### src/rtl/uart_tx.sv
// uart_tx: memory-mapped 8N1 serial transmitter with TX FIFO and drain IRQ.
// Define UART_TX_PARITY_EN to add the optional parity bit (PEN/ODD in STATUS).
module uart_tx #(
    parameter int          FIFO_DEPTH = 4,
    parameter logic [15:0] DIV_RESET  = 16'd5208
) (
    input  logic        clk,
    input  logic        rst_n,
    input  logic [3:2]  Addr,
    input  logic        WE,
    input  logic [31:0] Din,
    output logic [31:0] Dout,
    output logic        IRQ,
    output logic        tx
);

    localparam int          AW       = $clog2(FIFO_DEPTH);
    localparam logic [AW:0] FULL_CNT = (AW+1)'(FIFO_DEPTH);

`ifdef UART_TX_PARITY_EN
    typedef enum logic [2:0] {
        S_IDLE, S_START, S_DATA, S_PARITY, S_STOP
    } state_t;
`else
    typedef enum logic [2:0] {
        S_IDLE, S_START, S_DATA, S_STOP
    } state_t;
`endif

    state_t state_q, state_d;

    logic [7:0]    mem [FIFO_DEPTH];
    logic [AW-1:0] wptr_q, rptr_q;
    logic [AW:0]   cnt_q;
    logic          ie_q, ovf_q;
    logic [15:0]   div_q, div_eff;
    logic [15:0]   per_q, tmr_q;
    logic [7:0]    sh_q;
    logic [2:0]    bit_q;
    logic [1:0]    status_x;
    logic          full, empty, busy;
    logic          push, pop, tick;
    logic          wr_data, wr_ctrl, wr_div;
    logic          unused_din;

    assign wr_data = WE && (Addr == 2'd0);
    assign wr_ctrl = WE && (Addr == 2'd1);
    assign wr_div  = WE && (Addr == 2'd2);

    assign full    = (cnt_q == FULL_CNT);
    assign empty   = (cnt_q == '0);
    assign busy    = (state_q != S_IDLE);
    assign push    = wr_data && !full;
    assign div_eff = (div_q == 16'd0) ? 16'd1 : div_q;
    assign tick    = (tmr_q == per_q - 16'd1);
    assign IRQ     = ie_q && empty && !busy;

    assign unused_din = ^Din[31:16];

`ifdef UART_TX_PARITY_EN
    logic pen_q, odd_q, pen_f, par_q;

    // Frame parity settings are latched at the pop so mid-frame edits wait.
    always_ff @(posedge clk or negedge rst_n) begin
        if (!rst_n) begin
            pen_q <= 1'b0;
            odd_q <= 1'b0;
            pen_f <= 1'b0;
            par_q <= 1'b0;
        end else begin
            if (wr_ctrl) begin
                pen_q <= Din[5];
                odd_q <= Din[6];
            end
            if (pop) begin
                pen_f <= pen_q;
                par_q <= ^mem[rptr_q] ^ odd_q;
            end
        end
    end

    assign status_x = {odd_q, pen_q};
`else
    assign status_x = 2'b00;
`endif

    always_ff @(posedge clk) begin
        if (push) mem[wptr_q] <= Din[7:0];
    end

    always_ff @(posedge clk or negedge rst_n) begin
        if (!rst_n) begin
            wptr_q <= '0;
            rptr_q <= '0;
            cnt_q  <= '0;
            ie_q   <= 1'b0;
            ovf_q  <= 1'b0;
            div_q  <= DIV_RESET;
        end else begin
            if (push) wptr_q <= wptr_q + AW'(1);
            if (pop)  rptr_q <= rptr_q + AW'(1);
            if (push && !pop)
                cnt_q <= cnt_q + (AW+1)'(1);
            else if (pop && !push)
                cnt_q <= cnt_q - (AW+1)'(1);
            if (wr_data && full)
                ovf_q <= 1'b1;
            else if (wr_ctrl && Din[4])
                ovf_q <= 1'b0;
            if (wr_ctrl) ie_q  <= Din[3];
            if (wr_div)  div_q <= Din[15:0];
        end
    end

    always_ff @(posedge clk or negedge rst_n) begin
        if (!rst_n) state_q <= S_IDLE;
        else        state_q <= state_d;
    end

    always_comb begin
        state_d = state_q;
        pop     = 1'b0;
        unique case (state_q)
            S_IDLE: begin
                if (!empty) begin
                    pop     = 1'b1;
                    state_d = S_START;
                end
            end
            S_START: if (tick) state_d = S_DATA;
            S_DATA: begin
                if (tick && bit_q == 3'd7) begin
`ifdef UART_TX_PARITY_EN
                    state_d = pen_f ? S_PARITY : S_STOP;
`else
                    state_d = S_STOP;
`endif
                end
            end
`ifdef UART_TX_PARITY_EN
            S_PARITY: if (tick) state_d = S_STOP;
`endif
            S_STOP: if (tick) state_d = S_IDLE;
            default: state_d = S_IDLE;
        endcase
    end

    // The period is reloaded from DIV only at bit boundaries.
    always_ff @(posedge clk or negedge rst_n) begin
        if (!rst_n) begin
            tmr_q <= '0;
            per_q <= 16'd1;
            bit_q <= '0;
            sh_q  <= '0;
        end else if (pop) begin
            tmr_q <= '0;
            per_q <= div_eff;
            bit_q <= '0;
            sh_q  <= mem[rptr_q];
        end else if (busy) begin
            if (tick) begin
                tmr_q <= '0;
                per_q <= div_eff;
                if (state_q == S_DATA) begin
                    sh_q  <= sh_q >> 1;
                    bit_q <= bit_q + 3'd1;
                end
            end else begin
                tmr_q <= tmr_q + 16'd1;
            end
        end
    end

    always_comb begin
        tx = 1'b1;
        unique case (state_q)
            S_START:  tx = 1'b0;
            S_DATA:   tx = sh_q[0];
`ifdef UART_TX_PARITY_EN
            S_PARITY: tx = par_q;
`endif
            default:  tx = 1'b1;
        endcase
    end

    always_comb begin
        Dout = '0;
        unique case (Addr)
            2'd1: Dout = {25'd0, status_x, ovf_q, ie_q,
                          empty, full, busy};
            2'd2: Dout = {16'd0, div_q};
            default: Dout = '0;
        endcase
    end

endmodule

### config.mk
export PLATFORM = sky130hd
export DESIGN_NAME = uart_tx
export DESIGN_NICKNAME = d
export VERILOG_FILES = /design/src/rtl/uart_tx.sv
export SDC_FILE = /design/constraint.sdc
export NUM_CORES = 1
export LEC_CHECK = 0
export BUFFER_PORTS_ARGS = -buffer_cell sky130_fd_sc_hd__buf_4
export CAP_MARGIN = 15
export CORE_ASPECT_RATIO = 0.75
export CORE_MARGIN = 3
export CORE_UTILIZATION = 62
export DETAILED_ROUTE_END_ITERATION = 10
export GPL_TIMING_DRIVEN = 0
export PLACE_DENSITY = 0.85
export SLEW_MARGIN = 30
export SYNTH_ARGS = -nofsm -noshare
export SYNTH_HDL_FRONTEND = slang
export SYNTH_SLANG_ARGS = --single-unit
### constraint.sdc
create_clock -name clk -period 8.03 [get_ports clk]
set_clock_uncertainty 0.2 [all_clocks]
set_input_delay 1.606 -clock clk [delete_from_list [all_inputs] [get_ports clk]]
set_output_delay 1.606 -clock clk [all_outputs]
set_load 0.05 [all_outputs]
==> out/qor.yml <==
global_route:
  antenna_found_initial: 0
  grt_pass1_wl_um: 18500
  grt_max_degree: 71
  track_usage_pct: 24.6
  grt_pass1_vias: 3523
  overflow: 0
timing:
  hold_violations: 0
  slew_headroom_pct: 44.9
  fin_setup_tns_ns: 0
  worstMarginPinSlew_ns: 0.824
  setup_violations: 0
  period_share_pct: 58.9
  max_freq_mhz: 212
  setup_slack_ns: 3.30
  period_needed_ns: 4.73
  grt_setup_unrepaired: "no"
  maxSlewViolCount: 0
synth:
  synth_common_cells: "dfrtp_1 (64), edfxtp_1 (32), nor2_1 (32)"
  async_flop_share_pct: 68.6
  synth-main-ff-cell: "dfrtp_1"
  yosys_warnings: 0
  yosys.cell_count.top_type: "dfrtp_1"
  synthDistinctLibCells: 59
  syn_inst: 446
  synth-edff-count: 32
  avgSynthCellArea_um2: 12.0
  ys_top_cells_by_area: "dfrtp_1 (30%), edfxtp_1 (18%), mux2_2 (5.7%), ha_1 (3.7%), xnor2_1 (3.6%)"
  ys_ff_latch: 102
  yosysTopAreaCell: "dfrtp_1"
  ys_seq_area_share_pct: 50.7
  synthesis.area_mm2: 0.00537
  netlist.area_leader.share_pct: 29.8
route:
  route.vias.total: 3676
  drtIter0Drc: 252
  routed_wl_um: 11200
  drc: 0
  viasPerCell: 5.93
  routedWlPerCell_um: 18.1
  ant_nets: 0
  drt_pre_antenna_iters: 5
hold_path:
  min_path_cells: 1
  hp-class: "reg -> reg"
  hold_start: "cnt_q[2]$_DFFE_PN0P_"
  min_to: "cnt_q[2]$_DFFE_PN0P_"
clocking:
  clk_pin_slew_ns: 0.07
  cts_tree: "built"
  clock_tree.root_cell: "clkbuf_16"
  numCtsBuffers: 9
  cts_setup_buffers: 0
  cts_resized: 0
  clockBufferDepth: 2
  hold_buffers: 0
  clk_latency_ns: 0.34
  htreeDepth: 3
  cts.sinks: 102
run:
  maxCapViolations: 0
worst_setup_path:
  reg2reg_depth: 11
  cpMaxStageDelayCell: "clkbuf_1"
  worst_path_largest_cell_delay_ns: 0.31
  reg2reg_to: "per_q[12]$_DFFE_PN0P_"
  crit_path_end_kind: "primary output"
  critPathMaxFanout: 10
  critPathKind: "in -> out"
  worstReg2RegStart: "per_q[0]$_DFFE_PN1P_"
  start_kind: "input port"
  crit_chain: "buf_4 > inv_1 > ha_1 > clkbuf_1 > clkbuf_1 > and2_1 > buf_4"
  regToRegSetupSlack_ns: 4.03
  arrival_ns: 2.92
  required_ns: 6.22
power_and_ir_drop:
  ir_drop_mv: 0.202
  p_per_area_mw_per_mm2: 332
  p_leak_nw: 2.61
die:
  die_w_um: 113
  die_area_mm2: 0.00982
  num_rows: 28
  io_pins: 71
  core_mm2: 0.00816
  start_util_pct: 65.8
  die_y_um: 86.6
status:
  status: "complete, no violations"
place:
  dp.final_hpwl_um: 8140
  preCtsSetupSlack_ns: 3.33
  gp_congestion: 0.853
  io_buffers: 38
final_layout:
  nNetsFinal: 564
  drive_gt1_share_pct: 25.2
  syn_to_final_growth_pct: 14.2
  insertedDiodeCount: 0
critical path: cells and delay by family:
family                     cells  cell delay, ns
buffers and inverters          5            0.97
and+or+nand+nor                1            0.20
adders and majority gates      1            0.14
how the worst max path moves through the flow:
stage | to | startpoint | slack (ns) | cells after the start
after floorplan | Dout[2] | Addr[2] | 3.38 | 5
after global placement | Dout[6] | Addr[2] | 3.35 | 7
after detailed placement | Dout[11] | Addr[2] | 3.33 | 7
after CTS | Dout[11] | Addr[2] | 3.30 | 7
after global routing | Dout[11] | Addr[2] | 3.17 | 7
final | Dout[6] | Addr[2] | 3.30 | 7
metal layers:
metal / vias up / global-route usage, % / part of all wire (%)
met5: - / 0 / 0
li1: 1689 / - / -
met1: 1791 / 35.3 / 45
met3: 23 / 5.93 / 7.9
met2: 173 / 37.2 / 45
met4: 0 / 8.52 / 1.9
per-stage QoR:
step / std cells / power [mW] / utilization, % / hold slack [ns] / cell area (um2)
final: 620 / 2.03 / 75.1 / 0.309 / 6130
after floorplan: 461 / 1.42 / - / 0.256 / 5420
after CTS: 620 / 2.03 / 75.0 / 0.302 / 6120
after global routing: 620 / 2.15 / 75.1 / 0.328 / 6130
after detailed placement: 604 / 1.61 / 71.6 / 0.289 / 5840
after global placement: 604 / 1.57 / 71.6 / 0.276 / 5840
registers in the layout (all words and copies together) (netlist names):
| register | flops |
|---|---|
| tmr_q | 16 |
| rptr_q | 2 |
| cnt_q | 3 |
| wptr_q | 2 |
| per_q | 16 |
| bit_q | 3 |
| state_q | 2 |
| div_q | 16 |
| ovf_q | 1 |
| sh_q | 8 |
| mem | 32 |
| ie_q | 1 |
cell families after synthesis:
group | Yosys count | synth area share, %
AND/OR/NAND/NOR | 133 | 14.1
AO/OA/AOI/OAI | 49 | 6.50
buffers and inverters | 55 | 5.66
multiplexers | 53 | 13.0
other | 1 | 0.0699
flip-flops | 102 | 50.7
XOR/XNOR | 36 | 5.87
adder cells (fa/ha/maj) | 17 | 4.10
layout make-up:
| cell class | instances | area (um2) |
|---|---|---|
| flip-flops and latches | 102 | 2720 |
| plain buffers | 35 | 229 |
| well taps | 105 | 131 |
| repair buffers | 38 | 289 |
| clock inverters | 6 | 55.1 |
| multi-input cells | 304 | 2400 |
| clock buffers | 10 | 229 |
| fillers | 527 | 2030 |
| inverters | 20 | 75.1 |
power breakdown:
group / internal (mW) / total (mW) / leakage [nW] / switching, mW
clock network: 0.216 / 0.409 / 0.137 / 0.193
logic: 0.376 / 0.815 / 1.34 / 0.440
registers: 0.670 / 0.809 / 1.14 / 0.140
total: 1.26 / 2.03 / 2.61 / 0.772
cell usage in the layout (no fill, tap or decap), types with 14 or more instances in the layout:
cell type / n
xnor2_1: 22
inv_1: 20
xor2_1: 14
buf_4: 54
edfxtp_1: 32
dfrtp_1: 64
and2_1: 17
nand2_1: 22
conb_1: 16
mux2_2: 27
ha_1: 16
nor2_1: 32
Note: power is estimated with default switching activity, not from simulation.
